## src/rtl/irq_router_pkg.sv

```systemverilog
// Shared constants for the irq_router CSR block: register offsets, TYPE/POL encodings
// and bank sizing.
package irq_router_pkg;

    localparam logic [1:0] REG_STATUS = 2'd0;
    localparam logic [1:0] REG_ENABLE = 2'd1;
    localparam logic [1:0] REG_TYPE   = 2'd2;
    localparam logic [1:0] REG_POL    = 2'd3;

    localparam int unsigned REGS_PER_BANK = 4;

    localparam logic TYPE_LEVEL = 1'b0;
    localparam logic TYPE_EDGE  = 1'b1;
    localparam logic POL_HIGH   = 1'b0;
    localparam logic POL_LOW    = 1'b1;

    // Number of 8-channel register banks needed for n channels.
    function automatic int unsigned bank_count(input int unsigned n);
        return (n + 7) / 8;
    endfunction

endpackage

```

## src/rtl/irq_debounce.sv

```systemverilog
// Single-channel input filter: the output follows the input only after the input has
// differed from it for DEBOUNCE_CNT consecutive ce ticks.
module irq_debounce #(
    parameter int unsigned DEBOUNCE_CNT = 3
) (
    input  logic clk,
    input  logic rst,
    input  logic ce,
    input  logic din,
    output logic dout
);

    localparam int unsigned CW = (DEBOUNCE_CNT < 2) ? 1 : $clog2(DEBOUNCE_CNT + 1);
    localparam logic [CW-1:0] LAST = CW'(DEBOUNCE_CNT - 1);

    logic [CW-1:0] cnt_q, cnt_d;
    logic          dout_d;

    always_comb begin
        cnt_d  = cnt_q;
        dout_d = dout;
        if (ce) begin
            if (din != dout) begin
                if (cnt_q == LAST) begin
                    dout_d = din;
                    cnt_d  = '0;
                end else begin
                    cnt_d = cnt_q + CW'(1);
                end
            end else begin
                // Any bounce back to the current output restarts the count.
                cnt_d = '0;
            end
        end
    end

    always_ff @(posedge clk) begin
        if (rst) begin
            cnt_q <= '0;
            dout  <= 1'b0;
        end else begin
            cnt_q <= cnt_d;
            dout  <= dout_d;
        end
    end

endmodule

```

## src/rtl/irq_router.sv

```systemverilog
// CSR-mapped interrupt aggregator with per-channel level/edge type, polarity, enable and
// W1C status. Define IRQ_DEBOUNCE_EN to insert a per-channel debounce filter before POL.
module irq_router
    import irq_router_pkg::*;
#(
    parameter logic [4:0]          BASE_ADDR    = 5'h1c,
    parameter int unsigned         NUM_INTS     = 8,
    parameter logic [NUM_INTS-1:0] DFL_ENABLE   = '0,
    parameter logic [NUM_INTS-1:0] DFL_TYPE     = '1,
    parameter logic [NUM_INTS-1:0] DFL_POL      = '0,
    parameter int unsigned         DEBOUNCE_CNT = 3
) (
    input  logic                clk,
    input  logic                rst,
    input  logic                ce,
    input  logic [4:0]          csr_a,
    input  logic [7:0]          csr_di,
    input  logic                csr_we,
    output logic [7:0]          csr_do,
    input  logic [NUM_INTS-1:0] ints,
    output logic                irq
);

    localparam int unsigned NBANK = bank_count(NUM_INTS);
    localparam int unsigned PW    = NBANK * 8;
    localparam int unsigned NREG  = REGS_PER_BANK * NBANK;

    logic [NUM_INTS-1:0] status_q, status_d;
    logic [NUM_INTS-1:0] enable_q, enable_d;
    logic [NUM_INTS-1:0] type_q, type_d;
    logic [NUM_INTS-1:0] pol_q, pol_d;
    logic [NUM_INTS-1:0] prev_q;
    logic [NUM_INTS-1:0] filt;
    logic [NUM_INTS-1:0] s;
    logic [NUM_INTS-1:0] wsel, wdat, w1c;

    logic [4:0] offset;
    logic       hit;
    logic [2:0] bank;
    logic [1:0] reg_sel;

    logic [PW-1:0] wsel_pad, wdat_pad;
    logic [PW-1:0] status_pad, enable_pad, type_pad, pol_pad;

    // Source conditioning
`ifdef IRQ_DEBOUNCE_EN
    for (genvar i = 0; i < NUM_INTS; i++) begin : g_deb
        irq_debounce #(
            .DEBOUNCE_CNT(DEBOUNCE_CNT)
        ) u_deb (
            .clk (clk),
            .rst (rst),
            .ce  (ce),
            .din (ints[i]),
            .dout(filt[i])
        );
    end
`else
    localparam int unsigned unused_deb_cnt = DEBOUNCE_CNT;
    logic unused_ce;
    assign unused_ce = ce;
    assign filt      = ints;
`endif

    assign s = filt ^ pol_q;

    // Address decode; offset wraps modulo the 5-bit bus like the address itself.
    assign offset  = csr_a - BASE_ADDR;
    assign hit     = (32'(offset) < NREG);
    assign bank    = offset[4:2];
    assign reg_sel = offset[1:0];

    always_comb begin
        wsel_pad = '0;
        wdat_pad = '0;
        for (int b = 0; b < int'(NBANK); b++) begin
            if (csr_we && hit && bank == 3'(b)) begin
                wsel_pad[b*8 +: 8] = 8'hff;
                wdat_pad[b*8 +: 8] = csr_di;
            end
        end
    end

    // Bits at or above NUM_INTS fall off here, so writes to them are ignored.
    assign wsel = wsel_pad[NUM_INTS-1:0];
    assign wdat = wdat_pad[NUM_INTS-1:0];
    assign w1c  = (reg_sel == REG_STATUS) ? (wsel & wdat) : '0;

    always_comb begin
        enable_d = enable_q;
        type_d   = type_q;
        pol_d    = pol_q;
        if (reg_sel == REG_ENABLE) enable_d = (enable_q & ~wsel) | (wdat & wsel);
        if (reg_sel == REG_TYPE)   type_d   = (type_q & ~wsel) | (wdat & wsel);
        if (reg_sel == REG_POL)    pol_d    = (pol_q & ~wsel) | (wdat & wsel);
    end

    // A new edge wins over a same-cycle W1C; level channels just track s.
    always_comb begin
        status_d = '0;
        for (int i = 0; i < int'(NUM_INTS); i++) begin
            if (type_q[i] == TYPE_EDGE) begin
                status_d[i] = (status_q[i] & ~w1c[i]) | (s[i] & ~prev_q[i]);
            end else begin
                status_d[i] = s[i];
            end
        end
    end

    always_ff @(posedge clk) begin
        if (rst) begin
            status_q <= '0;
            enable_q <= DFL_ENABLE;
            type_q   <= DFL_TYPE;
            pol_q    <= DFL_POL;
            prev_q   <= s;
            irq      <= 1'b0;
        end else begin
            status_q <= status_d;
            enable_q <= enable_d;
            type_q   <= type_d;
            pol_q    <= pol_d;
            prev_q   <= s;
            irq      <= |(status_q & enable_q);
        end
    end

    // Read path
    always_comb begin
        status_pad                 = '0;
        enable_pad                 = '0;
        type_pad                   = '0;
        pol_pad                    = '0;
        status_pad[NUM_INTS-1:0]   = status_q;
        enable_pad[NUM_INTS-1:0]   = enable_q;
        type_pad[NUM_INTS-1:0]     = type_q;
        pol_pad[NUM_INTS-1:0]      = pol_q;
    end

    always_comb begin
        csr_do = 8'h00;
        for (int b = 0; b < int'(NBANK); b++) begin
            if (hit && bank == 3'(b)) begin
                unique case (reg_sel)
                    REG_STATUS: csr_do = status_pad[b*8 +: 8];
                    REG_ENABLE: csr_do = enable_pad[b*8 +: 8];
                    REG_TYPE:   csr_do = type_pad[b*8 +: 8];
                    REG_POL:    csr_do = pol_pad[b*8 +: 8];
                    default:    csr_do = 8'h00;
                endcase
            end
        end
    end

endmodule

```

## config.mk

```make
export PLATFORM = sky130hd
export DESIGN_NAME = irq_router
export DESIGN_NICKNAME = d
export VERILOG_FILES = /design/src/rtl/irq_router_pkg.sv /design/src/rtl/irq_debounce.sv /design/src/rtl/irq_router.sv
export SDC_FILE = /design/constraint.sdc
export NUM_CORES = 1
export LEC_CHECK = 0
export ABC_AREA = 1
export BUFFER_PORTS_ARGS = -buffer_cell sky130_fd_sc_hd__buf_2
export CAP_MARGIN = 20
export CORE_ASPECT_RATIO = 1.1
export CORE_MARGIN = 3
export CORE_UTILIZATION = 45
export DETAILED_ROUTE_END_ITERATION = 8
export PLACE_DENSITY_LB_ADDON = 0.2
export SLEW_MARGIN = 30
export SYNTH_ARGS = -nofsm -noshare
export SYNTH_HDL_FRONTEND = slang
export SYNTH_SLANG_ARGS = --single-unit
```

## constraint.sdc

```tcl
create_clock -name clk -period 3 [get_ports clk]
set_input_delay 0.6 -clock clk [delete_from_list [all_inputs] [get_ports clk]]
set_output_delay 0.6 -clock clk [all_outputs]
set_load 0.03 [all_outputs]
```

# After elaboration in Yosys (flattened, before gate mapping)
# Cells that the tools add are included.
[op_classes]
bitwise = 50
muxes = 13
n_eq_ne = 3
n_reduce_logical = 6
n_lt_le_gt_ge = 1
n_addsub = 1
[op_table]
columns = ["op", "count"]
rows = [
  ["bitwise AND 8 bit", 5],
  ["two-way mux 8 bit", 4],
  ["case mux 8 bit (4 select lines)", 1],
  ["OR 8 bit", 3],
  ["bitwise AND 1 bit", 16],
  ["inverter 1 bit", 16],
  ["two-way mux 1 bit", 8],
  ["inverter 8 bit", 1],
  ["OR 1 bit", 8],
  ["OR reduction 8 bit", 1],
  ["XOR 8 bit", 1],
  ["less-than comparator 5 x 3 -> 1 bit, second input constant", 1],
  ["subtractor 5 bit, second input constant", 1],
  ["equality test 2 bit, second input constant", 2],
  ["logical AND 1 bit", 3],
  ["logical NOT 3 bit", 1],
  ["equality test 2 x 1 -> 1 bit, second input constant", 1],
  ["logical NOT 2 bit", 1],
]
[word_totals]
elab_cells = 80
regBits = 41
out_inout_bits = 9

# Longest topological paths before layout
# Gate-level depths: netlist of run 1.
[logic_depth]
ltp_word = 11
ltp_mapped = 10
ltp_nobuf = 9

# Worst setup path before layout of run 1
# OpenSTA, ideal clock, no wires.
[synth_path]
kind = "input-to-output"
startpoint = "input csr_a[2]"
endpoint = "output csr_do[0]"
slack_ns = 0.619
stages = 4
required_time_ns = 2.400
n_path_buf = 0
arrival_ns = 1.781
path_cell_list = "ha_1 nor2_1 nand2_1 a41oi_1"
[synth_between]
elab_chain_cells = 4
word_cells_on_any_way = 5
[synth_rtl]
columns = ["item", "line_no", "rtl"]
rows = [
  ["start, declared", "irq_router.sv:16", "input logic [4:0] csr_a,"],
  ["subtractor 5 bit *", "irq_router.sv:68", "assign offset = csr_a - BASE_ADDR;"],
  ["less-than comparator 5 x 3 -> 1 bit / logical NOT 3 bit (equally long branches)", "irq_router.sv:69, irq_router.sv:143", ""],
  ["logical AND 1 bit *", "irq_router.sv:143", "if (hit && bank == 3'(b)) begin"],
  ["two-way mux 8 bit *", "irq_router.sv:143", ""],
  ["end, declared", "irq_router.sv:19", "output logic [7:0] csr_do,"],
]
# Every way passes the cells marked *; elsewhere a longest branch is shown, timed or not.

# Worst setup path in the final report of run 1
[layout_path]
startpoint = "input csr_a[2]"
endpoint = "output csr_do[2]"
# Same word-level chain as after synthesis.

==> out/results.md, run 1 <==
Floorplanning
- width of the chip: 70.5 um
- num ports: 34
- initial cell density of the core: 47.4%
- DIE AREA: 5430 um^2
- Cell Rows: 25
- area of the core region: 4350 um^2
- vertical extent of the die: 77.0 um

Layout
- final std cell area, no fill: 2340 um^2
- Layout Area Growth over Synthesis: 13.7%
- non-filler cells, final: 398
- proportion of layout cells with a drive suffix above 1: 15.7%
- most frequent cells in the layout: nand2_1 (119), nor2_1 (42), dfxtp_1 (41)
- antenna fix cells: 0
- fin nets: 370
- leading cell type in the layout, fill and taps excluded: nand2_1

Detailed routing
- Initial DRT Pass Iterations: 4
- DRT antenna net count: 0
- total vias in the final route: 1932
- DRC violation total after the first TritonRoute iteration: 154
- drt wl/cell: 12.6 um
- via count normalized by instance count: 4.85
- WL final: 5000 um
- Residual DRC: 0

Clocking
- clock latency on the worst-skew pair: 300 ps
- CTS sink cnt: 41
- post-cts sizing count: 0
- buffer cell driving the clock tree root: clkbuf_8
- Inserted Clock Buffers: 5
- number of H-tree levels: 2
- hold buffer count at CTS: 0
- post-CTS clock slew at the launch and capture registers of the worst setup and hold paths: 80 ps
- number of buffers between clock root and the deepest sink: 2
- # Post-CTS Setup Buffers: 0
- CTS tree: built

Yosys
- area of the mapped netlist: 2060 um^2
- count of warnings emitted by yosys: 0
- Mapped Nets: 336
- unique cell type count in the Yosys netlist: 20
- number of standard cells after synthesis: 309
- sequential element share of the synthesized area: 39.8%
- register bit total from synthesis: 41
- Mapped Avg Cell Area: 6.67 um^2

Worst setup path
- largest fanout of any net on the critical path: 9
- kind of critical path: in2out
- startpoint kind of the worst setup timing path: primary input
- most common cell type on the critical path: buf_2
- element type at the critical path end: primary output
- Req. time, crit path: 2400 ps
- maximum single-stage delay on the critical path: 300 ps
- Top delay family on crit path: simple AND/OR/NAND/NOR gates
- CP Data Arrival Time: 1960 ps
- CP max-delay cell: a41oi_1
- critical path buffer and inverter count: 2
- Critical Path, Cell by Cell: buf_2 > ha_1 > nor2_1 > nand2_1 > a41oi_1 > buf_2

Place
- global placement routability congestion: 0.803
- total instance count after detailed placement: 390
- pre-CTS setup slack: 418 ps
- number of buffers inserted by port buffering: 32
- estimated wirelength of the detail-placed design: 3330 um
- placement-stage cell area: 2260 um^2

Pwr
- leakage power of the design: 1.24 nW
- cell area power density: 438 nW/um^2
- VDD IR-drop max: 0.277 mV

Worst hold path
- class of the tightest hold or removal check: in2reg

Job
- Max-cap violations: 0

GRT
- wire length of the first global-routing pass: 8260 um
- gr ovfl total: 0
- initial antenna violation count: 0
- maximum number of pins on one net before global-route repair: 26
- number of global-route vias before repair: 1769
- overall fraction of global-route tracks in use: 19.4%

Timing
- number of pins with negative max-slew slack in the final report: 0
- smallest hold slack: 494 ps
- Hold Violations, Final: 0
- measured slew at the worst slew-check pin: 453 ps
- Setup-failing EPs final: 0
- Setup Skew: 7.86 ps
- Final Cycle Share: 85.2%
- Peak Freq: 391 MHz
- Max-slew headroom: 69.7%
- unrepaired setup endpoints after global routing: false
- worst path setup slack after routing: 444 ps
- shortest period the worst path allows: 2560 ps
- post-route setup TNS: 0 ps

Status
- outcome: complete, no violations

==> path summary, 6_finish.rpt <==
check | slack [ps] | cells past startpoint | start | end
setup / recovery | 440 | 6 | csr_a[2] | csr_do[2]
hold reg to reg | 500 | 1 | flip-flop | prev_q[1]
hold / removal | 490 | 2 | ints[0] | prev_q[0]
setup reg to reg | 2150 | 3 | status_pad[2] | irq
==> where the power goes <==
group,internal [mW],switching [mW],leakage (nW)
clock,0.161,0.190,0.0450
sequential,0.560,0.00897,0.336
combinational,0.0366,0.0708,0.861
==> cell usage after synthesis <==
master / n / area (um^2)
nand2_1: 119 / 447
nor2_1: 42 / 158
dfxtp_1: 41 / 821
inv_1: 34 / 128
nand3_1: 16 / 80.1
nand4_1: 10 / 62.6
a21oi_1: 8 / 40.0
a41oi_1: 8 / 70.1
xor2_1: 8 / 70.1
inv_2: 5 / 18.8
buf_2: 4 / 20.0
buf_4: 3 / 22.5
ha_1: 2 / 25.0
nand4_4: 2 / 42.5
nor2_4: 2 / 22.5
buf_6: 1 / 11.3
clkbuf_1: 1 / 3.75
nand2_2: 1 / 6.26
nor2_2: 1 / 6.26
o21a_1: 1 / 7.51
==> metrics by stage <==
stage	utilization (%)	total power, mW
finish	53.9	1.03
global route	53.9	1.08
CTS	53.9	1.04
detailed placement	52.0	0.690
global placement	52.0	0.688
floorplan	-	0.645
==> metal layers <==
layer	GRT usage, %	wire length [um]	up-vias
li1	-	-	1029
met4	6.95	73	0
met3	3.80	358	8
met1	25.1	2180	839
met5	0	0	-
met2	31.7	2390	56
==> cell type report <==
class | count | area [um^2]
clock buffers | 6 | 72.6
repair buffers | 36 | 190
multi-input cells | 220 | 1040
well taps | 54 | 67.6
flip-flops and latches | 41 | 821
fillers | 460 | 2000
inverters | 39 | 146
clock inverters | 2 | 10.0
==> cell families after synthesis <==
family	Yosys count	synth area share [%]
adder cells (fa/ha/maj)	2	1.21
AO/OA/AOI/OAI	17	5.70
buffers and inverters	48	9.89
flip-flops	41	39.8
AND/OR/NAND/NOR	193	40.0
XOR/XNOR	8	3.40
Note: power is estimated with default switching activity, not from simulation.
==> run 2: changes to the inputs <==
==> constraint.sdc (replaced) <==
create_clock -name clk -period 3 [get_ports clk]
set_input_delay 0.15 -clock clk [delete_from_list [all_inputs] [get_ports clk]]
set_output_delay 0.15 -clock clk [all_outputs]
set_load 0.03 [all_outputs]
==> run 2 against run 1 <==
Clock-buffer cell count is 1 higher; clock skew is 2.0 ps higher; hold slack worse by 450 ps; sequential power hardly changed; cell area is 0.16% higher; largest cell class unchanged; largest power group unchanged.
==> out/results.md, run 2 (same netlist as run 1, synthesis figures left out) <==
Detailed routing
- Initial DRT Pass Iterations: 4
- drt wl/cell: 12.5 um
- DRC violation total after the first TritonRoute iteration: 116
- Residual DRC: 0
- WL final: 4940 um
- via count normalized by instance count: 4.91
- DRT antenna net count: 0
- total vias in the final route: 1946

Worst setup path
- largest fanout of any net on the critical path: 11
- startpoint kind of the worst setup timing path: primary input
- CP max-delay cell: nand2_1
- kind of critical path: in2out
- Top delay family on crit path: buffers and inverters
- critical path buffer and inverter count: 3
- maximum single-stage delay on the critical path: 320 ps
- CP Data Arrival Time: 1710 ps
- setup slack, reg-to-reg: 2140 ps
- Critical Path, Cell by Cell: buf_2 > ha_1 > nor2_1 > buf_4 > nand2_1 > a41oi_1 > buf_2
- most common cell type on the critical path: buf_2
- Req. time, crit path: 2850 ps
- element type at the critical path end: primary output

GRT
- global route hottest layer: met2
- wire length of the first global-routing pass: 8110 um
- global-route track usage on met2: 32.7%
- met3 track demand over resource: 4.19%
- initial antenna violation count: 0
- global routing usage on met1: 23.2%
- overall fraction of global-route tracks in use: 19.0%
- gr ovfl total: 0
- maximum number of pins on one net before global-route repair: 26
- number of global-route vias before repair: 1764

Floorplanning
- area of the core region: 4350 um^2
- vertical extent of the die: 77.0 um
- num ports: 34
- DIE AREA: 5430 um^2
- Cell Rows: 25
- width of the chip: 70.5 um
- initial cell density of the core: 47.4%

Worst hold path
- class of the tightest hold or removal check: in2reg

Layout
- Layout Area Growth over Synthesis: 13.9%
- proportion of layout cells with a drive suffix above 1: 15.5%
- fin nets: 368
- antenna fix cells: 0
- non-filler cells, final: 396
- most frequent cells in the layout: nand2_1 (119), nor2_1 (42), dfxtp_1 (41)
- leading cell type in the layout, fill and taps excluded: nand2_1

Pwr
- Sw Share: 25.7%
- cell area power density: 460 nW/um^2
- total power: 1.08 mW
- leakage power of the design: 1.24 nW
- proportion of power drawn by the clock network: 37.7%
- Switch Pwr: 0.277 mW
- register share of total power: 52.6%
- combinational share of power: 9.7%
- Pint: 0.803 mW
- VDD IR-drop max: 0.218 mV

Timing
- number of pins with negative max-slew slack in the final report: 0
- measured slew at the worst slew-check pin: 723 ps
- unrepaired setup endpoints after global routing: false
- shortest period the worst path allows: 1860 ps
- Max-slew headroom: 51.8%
- Final Cycle Share: 61.9%
- Setup Skew: 9.85 ps
- smallest hold slack: 38.7 ps
- Hold Violations, Final: 0
- post-route setup TNS: 0 ps
- Peak Freq: 538 MHz
- Setup-failing EPs final: 0

Clocking
- # Post-CTS Setup Buffers: 0
- clock latency on the worst-skew pair: 300 ps
- CTS sink cnt: 41
- number of H-tree levels: 2
- Inserted Clock Buffers: 5
- number of buffers between clock root and the deepest sink: 2
- hold buffer count at CTS: 0
- post-cts sizing count: 0
- CTS tree: built
- buffer cell driving the clock tree root: clkbuf_8
- post-CTS clock slew at the launch and capture registers of the worst setup and hold paths: 90 ps

Place
- estimated wirelength of the detail-placed design: 3310 um
- total instance count after detailed placement: 388
- number of buffers inserted by port buffering: 32
- global placement routability congestion: 0.806

Job
- Max-cap violations: 0

Status
- outcome: complete, no violations

==> run 2: changes by cell type in the layout (fill, tap and decap cells not counted), sizes merged <==
cell,delta
clkbuf,+1
buf,-2
clkinv,-1
==> run 2: cell type report <==
type | count | area, um^2
inverter | 39 | 146
tap | 54 | 67.6
multi-input combinational | 220 | 1040
sequential | 41 | 821
fill | 449 | 2000
clock buffer | 7 | 96.3
timing repair buffer | 34 | 175
clock inverter | 1 | 5.00
==> run 2: per-stage QoR <==
step	cell area, um^2	setup slack (ps)	utilization [%]
global route	2350	1010	54.0
finish	2350	1140	54.0
floorplan	2060	1520	-
global placement	2250	967	51.7
CTS	2350	1140	54.0
detailed placement	2250	940	51.7
==> run 2: final timing paths <==
kind                      start         to  cells past startpoint
hold reg to reg       flip-flop  prev_q[3]                      1
hold / removal          ints[3]  prev_q[3]                      2
setup reg to reg  status_pad[2]        irq                      3
setup / recovery       csr_a[2]  csr_do[1]                      7
==> run 2: layer usage <==
layer	routed length, um	up-vias
met5	0	-
met4	85	0
met3	277	8
met2	2370	44
met1	2220	867
li1	-	1027
==> run 2: power by group through the flow <==
stage               registers, mW  logic [mW]  clock network (mW)
floorplan                   0.579      0.0658                   0
global placement            0.581       0.104                   0
detailed placement          0.581       0.105                   0
CTS                         0.569       0.106               0.415
global route                0.571       0.118               0.437
finish                      0.569       0.105               0.407
==> run 3: changes to the inputs <==
Clock period 3 ns to 1.7 ns, I/O delays scaled along.
==> run 3 against run 2 <==
Wire length increased by 4.2%; total power increased by 71%; setup slack got worse by 900 ps; via count increased by 3.0%; cell area increased by 3.8%; register-to-register slack got worse by 1300 ps; critical path depth decreased by 1; hold slack improved by 22 ps.
==> out/results.md, run 3 (same netlist as run 1, synthesis figures left out) <==
Clocking
- CTS tree: built
- CTS sink cnt: 41
- clock latency on the worst-skew pair: 290 ps
- buffer cell driving the clock tree root: clkbuf_8
- Inserted Clock Buffers: 5
- number of buffers between clock root and the deepest sink: 2
- # Post-CTS Setup Buffers: 0
- post-CTS clock slew at the launch and capture registers of the worst setup and hold paths: 70 ps
- number of H-tree levels: 2

Worst setup path
- setup slack, reg-to-reg: 850 ps
- most common cell type on the critical path: buf_2
- largest fanout of any net on the critical path: 9
- element type at the critical path end: primary output
- Req. time, crit path: 1620 ps
- kind of critical path: in2out
- startpoint of the most critical setup path: csr_a[2]
- CP max-delay cell: ha_1
- startpoint kind of the worst setup timing path: primary input
- maximum single-stage delay on the critical path: 280 ps
- Critical Path, Cell by Cell: buf_2 > ha_1 > nor2_1 > nand2_2 > a41oi_1 > buf_2
- CP Data Arrival Time: 1370 ps

GRT
- maximum number of pins on one net before global-route repair: 26
- wire length of the first global-routing pass: 8510 um
- number of global-route vias before repair: 1838
- overall fraction of global-route tracks in use: 19.9%
- gr ovfl total: 0
- initial antenna violation count: 0

Timing
- Setup Skew: 3.94 ps
- Max-slew headroom: 70.9%
- Peak Freq: 686 MHz
- unrepaired setup endpoints after global routing: false
- post-route setup TNS: 0 ps
- number of pins with negative max-slew slack in the final report: 0
- smallest hold slack: 60.8 ps
- Final Cycle Share: 85.7%
- Hold Violations, Final: 0
- measured slew at the worst slew-check pin: 436 ps
- Setup-failing EPs final: 0
- shortest period the worst path allows: 1460 ps

Detailed routing
- Residual DRC: 0
- via count normalized by instance count: 4.94
- DRC violation total after the first TritonRoute iteration: 125
- drt wl/cell: 12.7 um
- Initial DRT Pass Iterations: 4
- DRT antenna net count: 0
- total vias in the final route: 2005
- WL final: 5150 um

Layout
- Fillers: 450
- antenna fix cells: 0
- fin nets: 379
- most frequent cells in the layout: nand2_1 (118), nor2_1 (42), dfxtp_1 (41)
- fin util: 56.1%
- Layout Area Growth over Synthesis: 18.3%
- final std cell area, no fill: 2440 um^2
- proportion of layout cells with a drive suffix above 1: 15.6%
- leading cell type in the layout, fill and taps excluded: nand2_1

Job
- Max-cap violations: 0

Pwr
- VDD IR-drop max: 0.591 mV
- leakage power of the design: 1.28 nW
- cell area power density: 758 nW/um^2

Floorplanning
- Cell Rows: 25
- initial cell density of the core: 47.4%
- width of the chip: 70.5 um
- num ports: 34
- area of the core region: 4350 um^2
- DIE AREA: 5430 um^2
- vertical extent of the die: 77.0 um

Worst hold path
- class of the tightest hold or removal check: in2reg
- startpoint of the lowest-slack hold path: csr_di[4]

Place
- global placement routability congestion: 0.778
- estimated wirelength of the detail-placed design: 3360 um
- placement-stage cell area: 2270 um^2
- number of buffers inserted by port buffering: 32

Status
- outcome: complete, no violations

-- run 3: cell types whose count changed in the layout (fill, tap and decap cells not counted) --
cell           change
buf_4              +3
clkbuf_1           +1
clkbuf_8           -1
clkinv_2           -1
dlygate4sd3_1      +8
nand2_1            -1
nand2_2            +1
-- run 3: what timing repair did --
item                       4_1_cts  5_1_grt
setup endpoints to repair        0        1
resized for setup                0        1
hold endpoints to repair         8        0
hold buffers                     8        0
-- run 3: through the flow --
stage	std cells	power [mW]	setup WS (ps)
5_1_grt	406	1.94	126
2_1_floorplan	309	1.14	349
6_report	406	1.85	243
3_5_place_dp	391	1.22	106
3_3_place_gp	391	1.21	143
4_1_cts	406	1.87	119
-- run 3: worst paths after layout --
path | cells past startpoint | endpoint
hold / removal | 3 | flip-flop
setup / recovery | 6 | csr_do[6]
hold reg to reg | 1 | prev_q[7]
setup reg to reg | 3 | status_pad[4]
-- run 3: layout make-up --
cell class | instances | area (um^2) | area share [%]
Multi-Input combinational cell | 220 | 1040 | 42.6
Sequential cell | 41 | 821 | 33.7
Timing Repair Buffer | 45 | 278 | 11.4
Inverter | 39 | 146 | 6.00
Clock buffer | 7 | 86.3 | 3.54
Tap cell | 54 | 67.6 | 2.77
-- run 3: per-layer routing --
layer  up-vias  routed length (um)  GRT usage, %
met5         -                   0             0
met4         0                  60          7.52
met3         5                 313          4.19
met2        56                2510          33.5
met1       894                2260          24.7
li1       1050                   -             -
-- run 3: worst max-delay path, delay by kind of cell --
kind	cells	cell delay, ps
buffers and inverters	2	350
AND/OR/NAND/NOR	2	400
adder cells (fa/ha/maj)	1	280
AO/OA/AOI/OAI	1	250
-- run 3: power by group --
group / switching [mW] / leakage (nW) / internal (mW)
clock: 0.315 / 0.0443 / 0.322
sequential: 0.0164 / 0.336 / 0.988
combinational: 0.130 / 0.901 / 0.0770
